## src/rtl/pixel_unpacker_if.sv

```systemverilog
// Stream bundle for pixel_unpacker: the wide beat-side handshake from the
// processing path and the serial pixel-side handshake to the video sink.
interface pixel_unpacker_if #(
  parameter int BITS         = 8,
  parameter int N_PIX        = 8,
  parameter int IMAGE_WIDTH  = 640,
  parameter int IMAGE_HEIGHT = 480
);
  localparam int XW = $clog2(IMAGE_WIDTH);
  localparam int YW = $clog2(IMAGE_HEIGHT);

  // Beat side
  logic [N_PIX-1:0][BITS-1:0] pix_in;
  logic                       valid_in;
  logic                       sof_in;
  logic                       module_ready;

  // Serial side
  logic [BITS-1:0]            pix_out;
  logic                       valid_out;
  logic                       output_ready;
  logic [XW-1:0]              pixel_x;
  logic [YW-1:0]              pixel_y;
  logic                       sop_out;
  logic                       eop_out;
  logic                       sync_error;

  // Environment view: produces beats and consumes serial pixels
  modport master (
    output pix_in, valid_in, sof_in, output_ready,
    input  module_ready, pix_out, valid_out, pixel_x, pixel_y,
           sop_out, eop_out, sync_error
  );

  // Unpacker view
  modport slave (
    input  pix_in, valid_in, sof_in, output_ready,
    output module_ready, pix_out, valid_out, pixel_x, pixel_y,
           sop_out, eop_out, sync_error
  );
endinterface

```

## src/rtl/pixel_unpacker.sv

```systemverilog
// Parallel-to-serial pixel converter: buffers one N_PIX-wide beat, replays it
// one pixel per clock, and regenerates raster coordinates and frame markers.
module pixel_unpacker #(
  parameter int BITS         = 8,
  parameter int N_PIX        = 8,
  parameter int IMAGE_WIDTH  = 640,
  parameter int IMAGE_HEIGHT = 480
) (
  input logic             clk,
  input logic             reset,
  pixel_unpacker_if.slave bus
);
  localparam int XW = $clog2(IMAGE_WIDTH);
  localparam int YW = $clog2(IMAGE_HEIGHT);
  localparam int IW = (N_PIX > 1) ? $clog2(N_PIX) : 1;

  typedef enum logic {
    EMPTY = 1'b0,
    DRAIN = 1'b1
  } state_t;

  state_t                     state;
  logic [N_PIX-1:0][BITS-1:0] beat_buf;
  logic [IW-1:0]              idx;
  logic [XW-1:0]              x;
  logic [YW-1:0]              y;
  logic                       sync_error_q;

  logic                       advance;
  logic                       last_pix;
  logic                       ready;
  logic                       load;
  logic [XW-1:0]              x_adv;
  logic [YW-1:0]              y_adv;

  assign advance  = (state == DRAIN) && bus.output_ready;
  assign last_pix = (idx == IW'(N_PIX - 1));
  assign ready    = (state == EMPTY) || (advance && last_pix);
  assign load     = bus.valid_in && ready;

  // Raster position after this cycle's serial handshake (x,y unchanged if none)
  always_comb begin
    x_adv = x;
    y_adv = y;
    if (advance) begin
      if (x == XW'(IMAGE_WIDTH - 1)) begin
        x_adv = '0;
        y_adv = (y == YW'(IMAGE_HEIGHT - 1)) ? '0 : y + YW'(1);
      end else begin
        x_adv = x + XW'(1);
      end
    end
  end

  // Beat buffer, drain index, raster counters and EMPTY/DRAIN control.
  // The sof check uses the post-advance position so a beat loaded on the
  // last-pixel handshake of a frame is correctly seen as landing on (0,0).
  always_ff @(posedge clk or negedge reset) begin
    if (!reset) begin
      state        <= EMPTY;
      beat_buf     <= '0;
      idx          <= '0;
      x            <= '0;
      y            <= '0;
      sync_error_q <= 1'b0;
    end else begin
      sync_error_q <= 1'b0;
      if (load) begin
        beat_buf <= bus.pix_in;
        idx      <= '0;
        state    <= DRAIN;
        if (bus.sof_in) begin
          x            <= '0;
          y            <= '0;
          sync_error_q <= (x_adv != '0) || (y_adv != '0);
        end else begin
          x <= x_adv;
          y <= y_adv;
        end
      end else begin
        x <= x_adv;
        y <= y_adv;
        if (advance) begin
          if (last_pix) begin
            idx   <= '0;
            state <= EMPTY;
          end else begin
            idx <= idx + IW'(1);
          end
        end
      end
    end
  end

  assign bus.module_ready = ready;
  assign bus.pix_out      = beat_buf[idx];
  assign bus.valid_out    = (state == DRAIN);
  assign bus.pixel_x      = x;
  assign bus.pixel_y      = y;
  assign bus.sop_out      = (state == DRAIN) && (x == '0) && (y == '0);
  assign bus.eop_out      = (state == DRAIN) && (x == XW'(IMAGE_WIDTH - 1)) &&
                            (y == YW'(IMAGE_HEIGHT - 1));
  assign bus.sync_error   = sync_error_q;
endmodule

```

## src/flat_wrapper.sv

```systemverilog
// flat-port wrapper written by rule: the top's interface ports become plain ports
module pixel_unpacker_flat 
#(
  parameter int BITS         = 8,
  parameter int N_PIX        = 8,
  parameter int IMAGE_WIDTH  = 640,
  parameter int IMAGE_HEIGHT = 480
)
  (clk, reset, bus_pix_in, bus_valid_in, bus_sof_in, bus_output_ready, bus_module_ready, bus_pix_out, bus_valid_out, bus_pixel_x, bus_pixel_y, bus_sop_out, bus_eop_out, bus_sync_error);
  pixel_unpacker_if #(.BITS(BITS), .N_PIX(N_PIX), .IMAGE_WIDTH(IMAGE_WIDTH), .IMAGE_HEIGHT(IMAGE_HEIGHT)) bus_i ();
  input logic clk;
  input logic reset;
  input wire logic [$bits(bus_i.pix_in)-1:0] bus_pix_in;
  input wire logic [$bits(bus_i.valid_in)-1:0] bus_valid_in;
  input wire logic [$bits(bus_i.sof_in)-1:0] bus_sof_in;
  input wire logic [$bits(bus_i.output_ready)-1:0] bus_output_ready;
  output wire logic [$bits(bus_i.module_ready)-1:0] bus_module_ready;
  output wire logic [$bits(bus_i.pix_out)-1:0] bus_pix_out;
  output wire logic [$bits(bus_i.valid_out)-1:0] bus_valid_out;
  output wire logic [$bits(bus_i.pixel_x)-1:0] bus_pixel_x;
  output wire logic [$bits(bus_i.pixel_y)-1:0] bus_pixel_y;
  output wire logic [$bits(bus_i.sop_out)-1:0] bus_sop_out;
  output wire logic [$bits(bus_i.eop_out)-1:0] bus_eop_out;
  output wire logic [$bits(bus_i.sync_error)-1:0] bus_sync_error;
  assign bus_i.pix_in = bus_pix_in;
  assign bus_i.valid_in = bus_valid_in;
  assign bus_i.sof_in = bus_sof_in;
  assign bus_i.output_ready = bus_output_ready;
  assign bus_module_ready = bus_i.module_ready;
  assign bus_pix_out = bus_i.pix_out;
  assign bus_valid_out = bus_i.valid_out;
  assign bus_pixel_x = bus_i.pixel_x;
  assign bus_pixel_y = bus_i.pixel_y;
  assign bus_sop_out = bus_i.sop_out;
  assign bus_eop_out = bus_i.eop_out;
  assign bus_sync_error = bus_i.sync_error;
  pixel_unpacker #(.BITS(BITS), .N_PIX(N_PIX), .IMAGE_WIDTH(IMAGE_WIDTH), .IMAGE_HEIGHT(IMAGE_HEIGHT)) u_core (.clk(clk), .reset(reset), .bus(bus_i));
endmodule
```

## config.mk

```make
export PLATFORM = sky130hd
export DESIGN_NAME = pixel_unpacker_flat
export DESIGN_NICKNAME = d
export VERILOG_FILES = /design/src/rtl/pixel_unpacker_if.sv /design/src/rtl/pixel_unpacker.sv /design/src/flat_wrapper.sv
export SDC_FILE = /design/constraint.sdc
export NUM_CORES = 1
export LEC_CHECK = 0
export CELL_PAD_IN_SITES_DETAIL_PLACEMENT = 1
export CELL_PAD_IN_SITES_GLOBAL_PLACEMENT = 1
export CORE_ASPECT_RATIO = 1.5
export CORE_MARGIN = 2
export CORE_UTILIZATION = 34
export CTS_CLUSTER_SIZE = 10
export DETAILED_ROUTE_END_ITERATION = 8
export GPL_TIMING_DRIVEN = 0
export HOLD_SLACK_MARGIN = 0.05
export MAX_ROUTING_LAYER = met4
export PLACE_DENSITY = 0.72
export SYNTH_ARGS = -nofsm -noshare
export SYNTH_HDL_FRONTEND = slang
export SYNTH_SLANG_ARGS = --single-unit
```

## constraint.sdc

```tcl
create_clock -name clk -period 2.6 [get_ports clk]
set_input_delay 0.26 -clock clk [delete_from_list [all_inputs] [get_ports clk]]
set_output_delay 0.26 -clock clk [all_outputs]
set_load 0.03 [all_outputs]
```

==> flow_metrics.env <==
export IMPL_status="completed"
export IMPL_timing_final_crit_share_pct=96.4
export IMPL_fin_util_pct=47.0
export IMPL_critical_path_slowest_cell="mux4_2"
export IMPL_die_area_mm2=0.0143
export IMPL_endpoint_kind="primary output"
export IMPL_grt_setup_unrepaired="false"
export IMPL_cp_num_buf_inv=3
export IMPL_drv_slew=0
export IMPL_first_global_vias=3862
export IMPL_final_setup_tns_ps=0
export IMPL_hpwl_um=10000
export IMPL_cp_arrival_ps=2250
export IMPL_grt_usage_pct=19.4
export IMPL_dr_wl_met2_um=7430
export IMPL_rr_worst_depth=8
export IMPL_postSynthAreaPerCell_um2=12.3
export IMPL_drc=0
export IMPL_synth_cells=370
export IMPL_post_drt_wl_per_cell_um=20.7
export IMPL_grt_max_degree=73
export IMPL_final_layout_size_suffix_gt1_share_pct=30.1
export IMPL_crit_type="reg2out"
export IMPL_grt_ovfl_total=0
export IMPL_vias=3467
export IMPL_synth_top_area_cell="dfrtp_1"
export IMPL_drt_first_pass_iters=4
export IMPL_die_w_um=98.4
export IMPL_cts_buffers=9
export IMPL_top_layer="met4"
export IMPL_slowest_delay_ps=520
export IMPL_worst_r2r_setup_slack_ps=120
export IMPL_synth_nets=445
export IMPL_cpMostUsedCell="buf_8"
export IMPL_synth_most_common_cell="dfrtp_1"
export IMPL_layout_setup_ws_ps=92.6
export IMPL_cp_required_ps=2340
export IMPL_n_antenna_cell=0
export IMPL_ys_ff_latch=88
export IMPL_fin_cells=647
export IMPL_critPathTopFamily="multiplexers"
export IMPL_yosys_top_cells_count="dfrtp_1, mux2_2, nor2_1, nand2_1, mux4_2"
export IMPL_worst_pin_slew_ps=610
export IMPL_placed_cells=629
export IMPL_final_nets=558
export IMPL_yosysTopAreaCellShare_pct=48.5
export IMPL_fill_cells=1392
export IMPL_grt_pass1_wl_um=20900
export IMPL_whs_ps=318
export IMPL_syn_area_mm2=0.00454
export IMPL_seq_area_mm2=0.00220
export IMPL_finalWirelength_um=13400
export IMPL_htree_levels=3
export IMPL_startpoint_type="flip-flop"
export IMPL_finalHoldViolations=0
export IMPL_min_from="bus_output_ready"
export IMPL_core_area_mm2=0.0130
export IMPL_p_leak_nw=2.55
export IMPL_multiInputGateArea_mm2=0.00221
export IMPL_globalplace_congestion=0.816
export IMPL_placed_area_mm2=0.00576
export IMPL_crit_start="u_core.idx[0]$_DFFE_PN0P_"
export IMPL_async_reset_ff_share_pct=100
export IMPL_cts_tree="done"
export IMPL_ant_nets=0
export IMPL_clock_sinks=88
export IMPL_max_cap_violations=0
export IMPL_ys_flop_type="dfrtp_1"
export IMPL_skew_ps=7.83
export IMPL_r2r_start="u_core.bus.pixel_x[1]$_DFF_PN0_"
export IMPL_synth_edf_count=0
export IMPL_whs_endpoint="u_core.idx[0]$_DFFE_PN0P_"
export IMPL_min_period_ps=2510
export IMPL_cp_num_cells=5
export IMPL_finalSetupViolCount=0
export IMPL_hp_class="in2reg"
export IMPL_clkLatencyLatePin_ps=340
export IMPL_path_clk_slew_ps=70
export IMPL_initial_utilization_pct=34.9
export IMPL_yosysUniqueCellTypes=51
export IMPL_drt_first_iter_violations=62
export IMPL_design_area_mm2=0.00611
export IMPL_ios=101
export IMPL_clockRootBuffer="clkbuf_16"
export IMPL_layout_area_overhead_vs_synth_pct=34.6
export IMPL_slew_headroom_pct=59.4
export IMPL_finalPower_mw=6.33
export IMPL_synthTopCellsByArea="dfrtp_1, mux2_2, mux4_2"
export IMPL_wl_met1_um=4990
export IMPL_rr_endpoint="u_core.bus.sync_error$_DFF_PN0_"
export IMPL_cts_buffer_depth=2
export IMPL_yosysSeqAreaShare_pct=48.5
export IMPL_ir_drop_v=0.00108
export IMPL_fp_row_count=51
export IMPL_ys_warn_count=0
export IMPL_p_per_area_mw_per_mm2=1040
export IMPL_fmax_ghz=0.399
export IMPL_viasPerCell=5.36
export IMPL_cp_max_fo=10
export IMPL_dr_wl_met3_um=690
export IMPL_grt_antenna_before_repair=0
export IMPL_port_buffers=99
export IMPL_die_y_um=146
export IMPL_min_path_cells=3
export IMPL_critical_path_cell_chain="buf_8 -> buf_8 -> mux4_2 -> mux2_2 -> clkdlybuf4s15_1"
export IMPL_pre_cts_slack_ps=-435
[tightest hold or removal path: cells and delay by family]
family | cells | cell delay (ps)
compound gates | 1 | 70
buf+inv | 1 | 160
simple gates | 1 | 120
[worst max path at each step]
stage          slack (ps)                              end
2_1_floorplan         190  u_core.bus.sync_error$_DFF_PN0_
3_3_place_gp        -1970  u_core.beat_buf[21]$_DFFE_PN0P_
3_5_place_dp         -440                   bus_pix_out[1]
4_1_cts               -20                   bus_pix_out[1]
5_1_grt                 1                   bus_pix_out[4]
6_report               90                   bus_pix_out[4]
[flip-flops by register name (all words and copies together) (netlist names)]
| register | count |
|---|---|
| u_core.beat_buf | 64 |
| u_core.bus.pixel_x | 10 |
| u_core.bus.pixel_y | 9 |
| u_core.bus.sync_error | 1 |
| u_core.bus.valid_out | 1 |
| u_core.idx | 3 |
[layer usage]
| layer | up-vias | GRT usage, % |
|---|---|---|
| met2 | 104 | 36.2 |
| met1 | 1753 | 19.5 |
| met4 | 0 | 6.10 |
| li1 | 1587 | - |
| met3 | 23 | 4.80 |
| met5 | - | - |
[timing repair]
item / CTS / global route
resized for setup: 25 / 30
pin swaps: 1 / 0
hold buffers: 1 / 0
endpoints found under the setup margin: 10 / 56
hold endpoints to repair: 16 / 0
buffers inserted: 1 / 0
[layout by cell type (no fill, tap or decap), types with 3 or more instances in the layout]
cell type	count
clkdlybuf4s50_1	88
dfrtp_1	87
mux2_2	72
nand2_1	22
nor2_1	22
mux4_2	16
clkbuf_2	15
a21oi_1	11
nand3_1	10
o21ai_0	9
clkbuf_16	9
buf_2	8
nor3_1	8
and3_1	7
inv_1	6
clkbuf_1	6
xor2_1	6
ha_1	5
nand4_1	4
buf_4	3
or3_1	3
a31oi_1	3
mux2i_1	3
nor2b_1	3
xnor2_1	3
nor4b_1	3
[report_power, final]
group / internal (mW) / switching, mW / leakage (nW)
Clock: 0.762 / 0.595 / 0.143
Combinational: 1.37 / 1.32 / 1.31
Sequential: 1.93 / 0.352 / 1.09
Total: 4.07 / 2.27 / 2.55
[cells by family after synthesis]
group | count (synthesis) | synth area share (%)
mux | 91 | 26.4
compound gates | 44 | 6.53
fa+ha+maj | 6 | 1.65
flops | 88 | 48.5
buf+inv | 34 | 3.33
simple gates | 98 | 11.8
xor+xnor | 9 | 1.74
[cell type report]
| class | count | share of cell area, % |
|---|---|---|
| multi-input combinational | 248 | 36.2 |
| timing repair buffer | 102 | 16.4 |
| clock inverter | 6 | 1.25 |
| buffer | 28 | 2.68 |
| inverter | 6 | 0.368 |
| tap | 159 | 3.25 |
| sequential | 88 | 36.0 |
| clock buffer | 10 | 3.75 |
No activity file was read; power rests on OpenSTA's default activity.
